===== src/rtl/ahb_simple_pair.sv =====
// ahb_simple_pair: AHB-Lite smoke subsystem, one master writing/reading back a burst to one memory slave
//   HCLK/HRESETn    clock, synchronous active-low reset
//   start           1-cycle run request, accepted in IDLE or DONE
//   done, pass      run finished / read-back matched (pass valid while done)
//   HADDR..HREADYOUT internal bus brought out for observation
//   cycle_cnt       busy-cycle counter, present only with AHB_PERF_CNT_EN defined
`timescale 1ns/1ps
module ahb_simple_pair #(
    parameter int NUM_XFERS   = 4,
    parameter int MEM_DEPTH   = 16,
    parameter int WAIT_STATES = 1
) (
    input  logic        HCLK,
    input  logic        HRESETn,
    input  logic        start,
    output logic        done,
    output logic        pass,
    output logic [31:0] HADDR,
    output logic        HWRITE,
    output logic [31:0] HWDATA,
    output logic [31:0] HRDATA,
    output logic        HSEL,
    output logic        HREADY,
`ifdef AHB_PERF_CNT_EN
    output logic [15:0] cycle_cnt,
`endif
    output logic        HREADYOUT
);
    localparam int AW = MEM_DEPTH > 1 ? $clog2(MEM_DEPTH) : 1;
    localparam int IW = NUM_XFERS > 1 ? $clog2(NUM_XFERS) : 1;
    typedef enum logic [2:0] {IDLE, WR_ADDR, WR_DATA, RD_ADDR, RD_DATA, DONE} state_t;
    state_t state, state_nxt;
    logic [IW-1:0] i;
    logic accept, last, xfer_done;
    logic dp, dp_wr, dp_inr;
    logic [AW-1:0] dp_idx;
    logic [2:0] wc;
    logic [31:0] mem [MEM_DEPTH];
    assign accept    = (state == IDLE || state == DONE) && start;
    assign last      = i == IW'(NUM_XFERS - 1);
    assign xfer_done = (state == WR_DATA || state == RD_DATA) && HREADY;
    assign HSEL      = state == WR_ADDR || state == RD_ADDR;
    assign HWRITE    = state == WR_ADDR || state == WR_DATA;
    assign HADDR     = 32'(i) << 2;
    always_comb begin
        state_nxt = state;
        case (state)
            IDLE, DONE: state_nxt = start ? WR_ADDR : state;
            WR_ADDR:    state_nxt = WR_DATA;
            WR_DATA:    state_nxt = !HREADY ? WR_DATA : last ? RD_ADDR : WR_ADDR;
            RD_ADDR:    state_nxt = RD_DATA;
            RD_DATA:    state_nxt = !HREADY ? RD_DATA : last ? DONE : RD_ADDR;
            default:    state_nxt = IDLE;
        endcase
    end
    always_ff @(posedge HCLK) begin
        if (!HRESETn) begin
            state  <= IDLE;
            i      <= '0;
            pass   <= 1'b0;
            done   <= 1'b0;
            HWDATA <= '0;
        end else begin
            state <= state_nxt;
            done  <= state_nxt == DONE;
            if (accept)
                i <= '0;
            else if (xfer_done)
                i <= last ? '0 : i + 1'b1;
            if (state == WR_ADDR)
                HWDATA <= 32'hA5A5_0000 + 32'(i);
            if (accept)
                pass <= 1'b1;
            else if (state == RD_DATA && HREADY && HRDATA != 32'hA5A5_0000 + 32'(i))
                pass <= 1'b0;
        end
    end
    // Slave: a data phase is live from the address-phase edge until the first HREADYOUT=1 cycle.
    assign HREADYOUT = !dp || wc == 3'd0;
    assign HREADY    = HREADYOUT;
    assign HRDATA    = (dp && !dp_wr) ? (dp_inr ? mem[dp_idx] : 32'hDEAD_BEEF) : 32'h0;
    always_ff @(posedge HCLK) begin
        if (!HRESETn) begin
            dp     <= 1'b0;
            dp_wr  <= 1'b0;
            dp_inr <= 1'b0;
            dp_idx <= '0;
            wc     <= '0;
            for (int k = 0; k < MEM_DEPTH; k++)
                mem[k] <= '0;
        end else begin
            if (dp && HREADYOUT && dp_wr && dp_inr)
                mem[dp_idx] <= HWDATA;
            if (HSEL && HREADY) begin
                dp     <= 1'b1;
                dp_wr  <= HWRITE;
                dp_inr <= HADDR < 32'(4 * MEM_DEPTH);
                dp_idx <= HADDR[AW+1:2];
                wc     <= 3'(WAIT_STATES);
            end else if (HREADYOUT)
                dp <= 1'b0;
            else
                wc <= wc - 3'd1;
        end
    end
`ifdef AHB_PERF_CNT_EN
    always_ff @(posedge HCLK) begin
        if (!HRESETn || accept)
            cycle_cnt <= '0;
        else if (state != IDLE && state != DONE && cycle_cnt != 16'hFFFF)
            cycle_cnt <= cycle_cnt + 16'd1;
    end
`endif
endmodule


===== config.mk =====
export PLATFORM = sky130hd
export DESIGN_NAME = ahb_simple_pair
export DESIGN_NICKNAME = d
export VERILOG_FILES = /design/src/rtl/ahb_simple_pair.sv
export SDC_FILE = /design/constraint.sdc
export NUM_CORES = 1
export LEC_CHECK = 0
export ABC_AREA = 0
export BUFFER_PORTS_ARGS = -buffer_cell sky130_fd_sc_hd__clkbuf_2
export CORE_MARGIN = 4
export CORE_UTILIZATION = 45
export CTS_CLUSTER_DIAMETER = 150
export DETAILED_ROUTE_END_ITERATION = 12
export GPL_ROUTABILITY_DRIVEN = 1
export GPL_TIMING_DRIVEN = 0
export PLACE_DENSITY = 0.86
export SLEW_MARGIN = 10
export SYNTH_ARGS = -nofsm -noshare
export SYNTH_HDL_FRONTEND = slang
export SYNTH_SLANG_ARGS = --single-unit
export TNS_END_PERCENT = 20

===== constraint.sdc =====
create_clock -name HCLK -period 1.7 [get_ports HCLK]
set_input_delay 0.17 -clock HCLK [delete_from_list [all_inputs] [get_ports HCLK]]
set_output_delay 0.17 -clock HCLK [all_outputs]
set_load 0.01 [all_outputs]

==> flow_summary.rst, run 1 <==
.. list-table::
   :header-rows: 1

   * - Metric
     - Value
   * - Fillcell total
     - 388
   * - Multiplexer share of the synthesized area
     - 0.0567
   * - Adder-cell share of the synthesized area
     - 0.0170
   * - TritonCTS Buffers
     - 5
   * - Final Slew Violations
     - 0
   * - Setup repair after global routing missed its margin
     - yes
   * - Layout cell share with drive strength beyond 1
     - 0.503
   * - Starting DRC count in detailed routing
     - 44
   * - HPWL after detailed placement
     - 3.47 mm
   * - Root buf cell
     - sky130_fd_sc_hd__clkbuf_8
   * - Global-route total usage across every layer
     - 0.150
   * - Via total after detailed routing
     - 1679
   * - Initial core utilization
     - 0.467
   * - Final instance area
     - 0.00299 sq mm
   * - Wire length of the first global-routing pass
     - 7.33 mm
   * - IO Count
     - 105
   * - Prevailing post-synth register cell
     - sky130_fd_sc_hd__dfxtp_1
   * - Number of enable-type register cells in the synthesized netlist
     - 12
   * - Clock Latency Late Sink
     - 0.29 ns
   * - Post-synthesis register bit count
     - 32
   * - Antenna violation net count after detailed routing
     - 0
   * - Die W
     - 78.0 um
   * - Arrival time of data at the critical path endpoint
     - 1.63 ns
   * - Routed len/inst
     - 11.3 um
   * - Synth top cells by count
     - 88 x sky130_fd_sc_hd__buf_4, 20 x sky130_fd_sc_hd__dfxtp_1, 12 x sky130_fd_sc_hd__edfxtp_1, 12 x sky130_fd_sc_hd__nand2_1, 11 x sky130_fd_sc_hd__nor2_1
   * - Maxcap violations
     - 0
   * - Overall routed net length
     - 4.77 mm
   * - Synthesis-to-finish area growth
     - 35.6%
   * - Fraction of the mapped netlist area in compound gates
     - 0.0794
   * - Floorplan die area
     - 0.00609 sq mm
   * - CTS tree
     - done
   * - Clock sink count
     - 32
   * - Post-layout util
     - 0.633
   * - Antenna violations before repair
     - 0
   * - Post-layout minimum cycle time
     - 1.80 ns
   * - Floorplan die height
     - 78.0 um
   * - Outcome
     - finished with violations
   * - Crit path kind
     - reg -> out
   * - Cell accounting for the most synthesized area
     - sky130_fd_sc_hd__buf_4
   * - Total iterations of the first detailed-routing run
     - 4
   * - Required @ worst endpoint
     - 1.53 ns
   * - Total grt overflow
     - 0
   * - Worst VDD drop
     - 677 uV
   * - Worst slew margin relative to its limit
     - 0.601
   * - Largest buffer count on any clock path
     - 2
   * - Clock-pin slew of the registers on the worst-case setup and hold paths
     - 0.07 ns
   * - Worst Setup Start Kind
     - register
   * - CP endpoint kind
     - primary output
   * - Depth of the CTS H-tree
     - 2
   * - Post-route total power
     - 0.00198 W
   * - Worst Max-Slew Pin Slew
     - 0.598 ns
   * - Via density per instance
     - 3.99
   * - Proportion of synthesized chip area in sequential cells
     - 0.345
   * - Layout Skew
     - 0.00530 ns
   * - Count leader, synth
     - sky130_fd_sc_hd__buf_4
   * - Post-synthesis share of cell area spent on and, or, nand and nor gates
     - 0.154
   * - Library cells used by synthesis
     - 42
   * - Post-synthesis cell area
     - 0.00221 sq mm
   * - Leak pwr
     - 1.57 nW
   * - Min setup slack post-route
     - -0.102 ns
   * - Port Buf Inserts
     - 46
   * - Count of final hold-check violations
     - 0
   * - XOR/XNOR share of the synthesized area
     - 0.0159
   * - Pin count of the biggest net entering global routing
     - 13
   * - Yosys warning count
     - 0
   * - Share of the synthesized area in the top cell type
     - 0.299
   * - Post-detailed-placement cell area
     - 0.00273 sq mm
   * - Power density relative to cell area
     - 662 mW/mm^2
   * - Cell Rows
     - 25
   * - Worst-path fanout max
     - 6
   * - Vias in the first global route
     - 1557
   * - Final Wtd Congestion
     - 0.790
   * - Combinational family with the most area after synthesis
     - buffers and inverters
   * - Failing checks
     - setup timing
   * - Cells after Synth
     - 240
   * - Class of the most critical hold timing path
     - in -> reg
   * - Setup-failing EPs final
     - 7
   * - Placeable core region
     - 0.00472 sq mm
   * - Share of the cycle needed by the critical path after routing
     - 1.06
   * - Count of antenna diodes in the layout
     - 0
   * - Top post-synthesis cells by area
     - sky130_fd_sc_hd__buf_4 30%, sky130_fd_sc_hd__dfxtp_1 18%, sky130_fd_sc_hd__edfxtp_1 16%
   * - Async SR Flop Fraction
     - 0
   * - Average instance area after synthesis
     - 9.19 sq um
   * - Fin nets
     - 359
   * - F_max
     - 555 MHz
   * - DRC
     - 0
## cell families (layout without fill, tap and decap cells)
| group | Yosys count | after routing |
|---|---|---|
| AOI/OAI and AO/OA | 26 | 26 |
| xor gates and xnor gates | 4 | 4 |
| adders and majority gates | 3 | 3 |
| buffers and inverters | 105 | 162 |
| DFF | 32 | 32 |
| muxes | 11 | 11 |
| other | 1 | 58 |
| and+or+nand+nor | 58 | 58 |
## placed cells by master, fill, tap and decap left out, types with 6 or more instances in the layout
cell and instances:
sky130_fd_sc_hd__edfxtp_1 12, sky130_fd_sc_hd__dfxtp_1 18, sky130_fd_sc_hd__clkbuf_2 39, sky130_fd_sc_hd__and2_1 7
sky130_fd_sc_hd__nor2_1 10, sky130_fd_sc_hd__conb_1 58, sky130_fd_sc_hd__o21ai_0 7, sky130_fd_sc_hd__buf_4 85
sky130_fd_sc_hd__inv_1 6, sky130_fd_sc_hd__buf_6 10, sky130_fd_sc_hd__nand2_1 8, sky130_fd_sc_hd__mux2i_1 8
## repair_timing
item	4_1_cts	5_1_grt
resized for setup	14	29
hold buffers	0	0
pin swaps	2	5
endpoints found under the hold margin	0	0
setup endpoints to repair	31	22
setup buffers	3	1
## critical path, cell delays in order (launching register included)
cell                       delay, ns
sky130_fd_sc_hd__edfxtp_1       0.38
sky130_fd_sc_hd__mux4_2         0.50
sky130_fd_sc_hd__inv_4          0.11
sky130_fd_sc_hd__a21oi_4        0.10
sky130_fd_sc_hd__buf_6          0.15
sky130_fd_sc_hd__buf_6          0.11
## final cells by class
type	instances	area, sq um	share of cell area
buffer	93	698	0.233
sequential	32	763	0.255
tap	67	83.8	0.0280
timing repair buffer	50	304	0.102
inverter	11	43.8	0.0146
clock inverter	3	13.8	0.00460
multi-input combinational	160	1020	0.340
clock buffer	5	68.8	0.0230
## stage by stage
stage          instances  worst slack [ns]  TNS [ns]  hold slack (ns)
3_3_place_gp         410           -0.0802     -1.29            0.419
3_5_place_dp         410            -0.190     -3.36            0.429
6_report             421            -0.102    -0.527            0.132
2_1_floorplan        297            0.0947         0            0.294
5_1_grt              421            -0.148     -1.39            0.171
4_1_cts              421            -0.132    -0.908            0.124
## path summary, 6_finish.rpt
kind	from	endpoint	slack, ns	depth (start not counted)
hold reg to reg	wc[0]	wc[0]	0.52	1
hold / removal	HRESETn	state[0]	0.13	3
setup / recovery	mem[0][29]	HRDATA[23]	-0.10	5
setup reg to reg	wc[0]	mem[0][1]	0.04	6
## power by group
part           leakage [nW]  switching [W]  internal (W)
clock network        0.0453       0.000275      0.000277
registers             0.288      0.0000338      0.000827
logic                  1.24       0.000278      0.000289
total                  1.57       0.000587       0.00139
## layer usage
layer / track usage / share of wire / vias up
met5: 0 / 0 / -
met4: 0.0577 / 0.016 / 0
met3: 0.0378 / 0.056 / 9
met2: 0.286 / 0.57 / 55
met1: 0.156 / 0.36 / 746
li1: - / - / 869
## registers in the layout, indices dropped and copies added, names as in the netlist, named ones only
name	flops
mem	12
HWDATA	3
state	3
wc	3
dp_idx	2
i	2
done	1
dp	1
dp_inr	1
dp_wr	1
pass	1
Power figures use the tool's default switching activity.
==> inputs of run 2 (changes only) <==
--- a/config.mk
+++ b/config.mk
@@ -7,7 +7,6 @@
 export LEC_CHECK = 0
 export ABC_AREA = 0
 export BUFFER_PORTS_ARGS = -buffer_cell sky130_fd_sc_hd__clkbuf_2
-export CORE_MARGIN = 4
 export CORE_UTILIZATION = 45
 export CTS_CLUSTER_DIAMETER = 150
 export DETAILED_ROUTE_END_ITERATION = 12
==> run 2 against run 1 <==
- the flow still finishes with violations (setup timing)
- clock power about the same
- fmax down 0.54%
- cell count up 0.24%
- sequential share of layout area up 0.063 points
- setup slack worse by 0.0098 ns
- critical path depth unchanged
- wire length down 11%
- largest power group unchanged
==> flow_summary.rst, run 2 (same netlist as run 1, synthesis figures left out) <==
.. list-table::
   :header-rows: 1

   * - Metric
     - Value
   * - Class of the most critical hold timing path
     - in -> reg
   * - Worst path top cell family by delay
     - multiplexers
   * - Layout Skew
     - 0.00387 ns
   * - Worst-path fanout max
     - 6
   * - Vias in the first global route
     - 1427
   * - Pin count of the biggest net entering global routing
     - 17
   * - Arrival time of data at the critical path endpoint
     - 1.64 ns
   * - Outcome
     - finished with violations
   * - Initial core utilization
     - 0.467
   * - Post-layout minimum cycle time
     - 1.81 ns
   * - GR Util met2
     - 0.309
   * - Depth of the CTS H-tree
     - 2
   * - Synthesis-to-finish area growth
     - 35.5%
   * - Total grt overflow
     - 0
   * - Worst VDD drop
     - 425 uV
   * - Via total after detailed routing
     - 1662
   * - Setup-failing EPs final
     - 7
   * - F_max
     - 552 MHz
   * - Floorplan die height
     - 72.0 um
   * - Fraction of met3 tracks used by global routing
     - 0.0486
   * - Hold_buf cts
     - 0
   * - Crit-path cells
     - mux4_2, inv_4, a21oi_4, buf_6, buf_8
   * - HPWL after detailed placement
     - 3.20 mm
   * - Global-route total usage across every layer
     - 0.165
   * - Layout cell share with drive strength beyond 1
     - 0.496
   * - Fillcell total
     - 389
   * - Sum of buffers and inverters on the critical path
     - 3
   * - Final standard cell count with taps included and fillers excluded
     - 422
   * - Routed len/inst
     - 10.1 um
   * - CTS tree
     - done
   * - Maxcap violations
     - 0
   * - Root buf cell
     - sky130_fd_sc_hd__clkbuf_8
   * - Worst Setup Start Kind
     - register
   * - Antenna violation net count after detailed routing
     - 0
   * - Total iterations of the first detailed-routing run
     - 4
   * - Cell Rows
     - 25
   * - CP max stage delay
     - 0.51 ns
   * - Final Slew Violations
     - 0
   * - Overall routed net length
     - 4.26 mm
   * - Clock Latency Late Sink
     - 0.29 ns
   * - Die W
     - 72.0 um
   * - Share of the cycle needed by the critical path after routing
     - 1.07
   * - Setup repair after global routing missed its margin
     - yes
   * - CP endpoint kind
     - primary output
   * - DRC
     - 0
   * - Number of flip-flops under the largest register name
     - 12
   * - Floorplan die area
     - 0.00519 sq mm
   * - Critical-path cell with the highest stage delay
     - sky130_fd_sc_hd__mux4_2
   * - Crit path kind
     - reg -> out
   * - Antenna violations before repair
     - 0
   * - Global-route layer with the greatest usage
     - met2
   * - Final worst hold slack
     - 0.120 ns
   * - Required @ worst endpoint
     - 1.53 ns
   * - Via density per instance
     - 3.94
   * - Met1 track demand over resource
     - 0.172
   * - Highest-count cells in the layout ignoring fill and taps
     - 86 x sky130_fd_sc_hd__buf_4, 58 x sky130_fd_sc_hd__conb_1, 40 x sky130_fd_sc_hd__clkbuf_2
   * - IO Count
     - 105
   * - Fin nets
     - 360
   * - Wire length of the first global-routing pass
     - 6.53 mm
   * - Port Buf Inserts
     - 46
   * - Clock-pin slew of the registers on the worst-case setup and hold paths
     - 0.06 ns
   * - Placed Instances
     - 410
   * - Starting DRC count in detailed routing
     - 32
   * - Power density relative to cell area
     - 661 mW/mm^2
   * - Failing checks
     - setup timing
   * - Leak pwr
     - 1.57 nW
   * - Count of antenna diodes in the layout
     - 0
   * - Final Wtd Congestion
     - 0.780
   * - Min setup slack post-route
     - -0.112 ns
   * - TritonCTS Buffers
     - 5
   * - Largest buffer count on any clock path
     - 2
   * - Count of final hold-check violations
     - 0
   * - Leading cell type in the layout, fill and taps excluded
     - sky130_fd_sc_hd__buf_4
   * - Placeable core region
     - 0.00472 sq mm
   * - Largest Register
     - mem
   * - Clock sink count
     - 32
-- run 2: layout make-up --
cell class                      instances  area, sq um  area share
Sequential cell                        32          764       0.256
Tap cell                               67         83.8      0.0280
Timing Repair Buffer                   51          315       0.105
Clock buffer                            7         76.3      0.0255
Multi-Input combinational cell        160         1000       0.335
Buffer                                 93          698       0.234
Clock inverter                          1         5.00     0.00167
Inverter                               11         43.8      0.0147
-- run 2: routing by layer --
metal | wire, um | vias to the layer above
met5 | 0 | -
met4 | 65 | 0
li1 | - | 866
met1 | 1620 | 746
met3 | 169 | 6
met2 | 2400 | 44
-- run 2: what timing repair did --
action / 4_1_cts / 5_1_grt
gates resized for setup: 15 / 20
setup endpoints to repair: 30 / 26
buffers inserted: 2 / 3
pin swaps: 2 / 4
-- run 2: worst min-delay path, stage by stage --
cell and delay, ns:
sky130_fd_sc_hd__clkbuf_2 0.10, sky130_fd_sc_hd__nand2_1 0.05, sky130_fd_sc_hd__a21oi_1 0.04
-- run 2: where the power goes --
group	internal (W)	switching (W)
combinational	0.000291	0.000270
sequential	0.000827	0.0000334
clock	0.000287	0.000268
-- run 2: worst paths after layout --
check | startpoint | endpoint | slack, ns | cells after the start
setup / recovery | mem[3][29] | HRDATA[18] | -0.11 | 5
hold / removal | HRESETn | state[0] | 0.12 | 3
setup reg to reg | wc[0] | mem[0][1] | 0.04 | 6
hold reg to reg | wc[0] | wc[0] | 0.52 | 1
-- run 2: stage by stage --
step	worst slack [ns]	area [sq um]	TNS (ns)	power (W)	util
6_report	-0.112	2990	-0.548	0.00198	0.633
5_1_grt	-0.165	2990	-1.35	0.00208	0.633
4_1_cts	-0.155	2900	-1.20	0.00196	0.614
3_5_place_dp	-0.164	2730	-2.97	0.00138	0.579
3_3_place_gp	-0.0909	2730	-1.42	0.00137	0.579
2_1_floorplan	0.0947	2420	0	0.00127	-
==> inputs of run 3 (changes only) <==
--- a/config.mk
+++ b/config.mk
@@ -13,7 +13,7 @@
 export GPL_ROUTABILITY_DRIVEN = 1
 export GPL_TIMING_DRIVEN = 0
 export PLACE_DENSITY = 0.86
-export SLEW_MARGIN = 10
+export REMOVE_ABC_BUFFERS = 1
 export SYNTH_ARGS = -nofsm -noshare
 export SYNTH_HDL_FRONTEND = slang
 export SYNTH_SLANG_ARGS = --single-unit
==> run 3 against run 2 <==
- the flow now finishes without violations
- cell count is 22% lower
- clock skew is 0.0012 ns lower
- worst hold slack better by 0.21 ns
- critical endpoint is now HRDATA[31]
- highest routed layer unchanged
==> flow_summary.rst, run 3 (same netlist as run 1, synthesis figures left out) <==
.. list-table::
   :header-rows: 1

   * - Metric
     - Value
   * - Routed len/inst
     - 9.83 um
   * - Count of final hold-check violations
     - 0
   * - Share of the cycle needed by the critical path after routing
     - 0.989
   * - Vias in the first global route
     - 1066
   * - Starting DRC count in detailed routing
     - 39
   * - Final Slew Violations
     - 0
   * - Final Wtd Congestion
     - 0.730
   * - CTS tree
     - done
   * - Post-layout minimum cycle time
     - 1.68 ns
   * - Worst Setup Start Kind
     - register
   * - Global-route total usage across every layer
     - 0.120
   * - CP max stage delay
     - 0.54 ns
   * - Pin count of the biggest net entering global routing
     - 22
   * - Floorplan die area
     - 0.00519 sq mm
   * - Post-layout util
     - 0.488
   * - Placed Instances
     - 316
   * - Critical-path cell with the highest stage delay
     - sky130_fd_sc_hd__mux4_2
   * - Post-Route Setup TNS
     - 0 ns
   * - Antenna violations before repair
     - 0
   * - Worst-path fanout max
     - 6
   * - Total iterations of the first detailed-routing run
     - 6
   * - Crit-path cells
     - mux4_2, inv_4, a21oi_4, clkbuf_2
   * - Via density per instance
     - 4.31
   * - Sum of buffers and inverters on the critical path
     - 2
   * - Crit path kind
     - reg -> out
   * - TritonCTS Buffers
     - 5
   * - Leading cell type in the layout, fill and taps excluded
     - sky130_fd_sc_hd__conb_1
   * - Maxcap violations
     - 0
   * - Depth of the CTS H-tree
     - 2
   * - IO Count
     - 105
   * - Overall routed net length
     - 3.25 mm
   * - Layout Skew
     - 0.00264 ns
   * - Placeable core region
     - 0.00472 sq mm
   * - Die W
     - 72.0 um
   * - Highest-count cells in the layout ignoring fill and taps
     - 58 x sky130_fd_sc_hd__conb_1, 45 x sky130_fd_sc_hd__clkbuf_2, 17 x sky130_fd_sc_hd__dfxtp_1
   * - Fin nets
     - 269
   * - Layout cell share with drive strength beyond 1
     - 0.345
   * - Cell Rows
     - 25
   * - Outcome
     - finished, final reports clean
   * - Leak pwr
     - 1.10 nW
   * - CP endpoint kind
     - primary output
   * - Total grt overflow
     - 0
   * - Worst VDD drop
     - 340 uV
   * - Hold_buf cts
     - 0
   * - Power density relative to cell area
     - 831 mW/mm^2
   * - Setup-failing EPs final
     - 0
   * - Clock Latency Late Sink
     - 0.28 ns
   * - Initial core utilization
     - 0.467
   * - HPWL after detailed placement
     - 2.40 mm
   * - Root buf cell
     - sky130_fd_sc_hd__clkbuf_8
   * - Final standard cell count with taps included and fillers excluded
     - 331
   * - Post-route total power
     - 0.00191 W
   * - Worst path top cell family by delay
     - multiplexers
   * - Floorplan die height
     - 72.0 um
   * - Arrival time of data at the critical path endpoint
     - 1.51 ns
   * - Count of antenna diodes in the layout
     - 0
   * - Clock-pin slew of the registers on the worst-case setup and hold paths
     - 0.06 ns
   * - Setup repair after global routing missed its margin
     - yes
   * - Largest Register
     - mem
   * - Antenna violation net count after detailed routing
     - 0
   * - Via total after detailed routing
     - 1425
   * - F_max
     - 595 MHz
   * - Port Buf Inserts
     - 46
   * - Clock sink count
     - 32
   * - DRC
     - 0
   * - Class of the most critical hold timing path
     - in -> reg
   * - Wire length of the first global-routing pass
     - 4.75 mm
   * - Synthesis-to-finish area growth
     - 4.48%
   * - Required @ worst endpoint
     - 1.53 ns
   * - Number of flip-flops under the largest register name
     - 12
   * - Largest buffer count on any clock path
     - 2
## run 3: power by group
part	switching, W	total (W)	leakage [nW]	internal, W
clock network	0.000278	0.000711	0.0541	0.000433
registers	0.0000466	0.000873	0.288	0.000827
logic	0.000214	0.000331	0.756	0.000116
## run 3: worst register-to-register path, stage by stage (launching register included)
cell and delay, ns:
sky130_fd_sc_hd__dfxtp_2 0.33, sky130_fd_sc_hd__inv_2 0.08, sky130_fd_sc_hd__ha_4 0.14, sky130_fd_sc_hd__nand4_1 0.16, sky130_fd_sc_hd__nor4_4 0.33, sky130_fd_sc_hd__and2b_2 0.21
sky130_fd_sc_hd__nand2b_4 0.13
## run 3: path summary, 6_finish.rpt
check | cells after the start | end | slack [ns] | startpoint
max | 4 | HRDATA[31] | 0.02 | register
min | 4 | state[0] | 0.33 | start
max reg2reg | 6 | mem[0][1] | 0.02 | wc[0]
min reg2reg | 1 | wc[0] | 0.52 | wc[0]
## run 3: cell type report
| cell class | instances | area (sq um) |
|---|---|---|
| sequential | 32 | 767 |
| clock inverter | 3 | 42.5 |
| timing repair buffer | 52 | 282 |
| clock buffer | 5 | 68.8 |
| inverter | 11 | 43.8 |
| multi-input combinational | 161 | 1020 |
| tap | 67 | 83.8 |
| fill | 425 | 2420 |
## run 3: what timing repair did
item                                    in CTS  in global routing
pin swaps                                    3                  3
cloned                                       0                  1
setup buffers                                0                  6
endpoints found under the setup margin      30                 36
gates resized for setup                     14                 13
## run 3: stage by stage
step | hold WS, ns | setup WS (ns) | instance area (sq um)
after floorplan | 0.288 | -1.01 | 1730
after global placement | 0.497 | -0.0352 | 2050
after detailed placement | 0.517 | -0.127 | 2050
after CTS | 0.324 | -0.0282 | 2210
after global routing | 0.352 | -0.0759 | 2300
final | 0.329 | 0.0191 | 2300
## run 3: routing by layer
| metal | wire (um) | vias to the layer above | track usage |
|---|---|---|---|
| li1 | - | 688 | - |
| met1 | 1300 | 657 | 0.136 |
| met2 | 1700 | 72 | 0.206 |
| met3 | 167 | 8 | 0.0292 |
| met4 | 85 | 0 | 0.0719 |
| met5 | 0 | - | 0 |
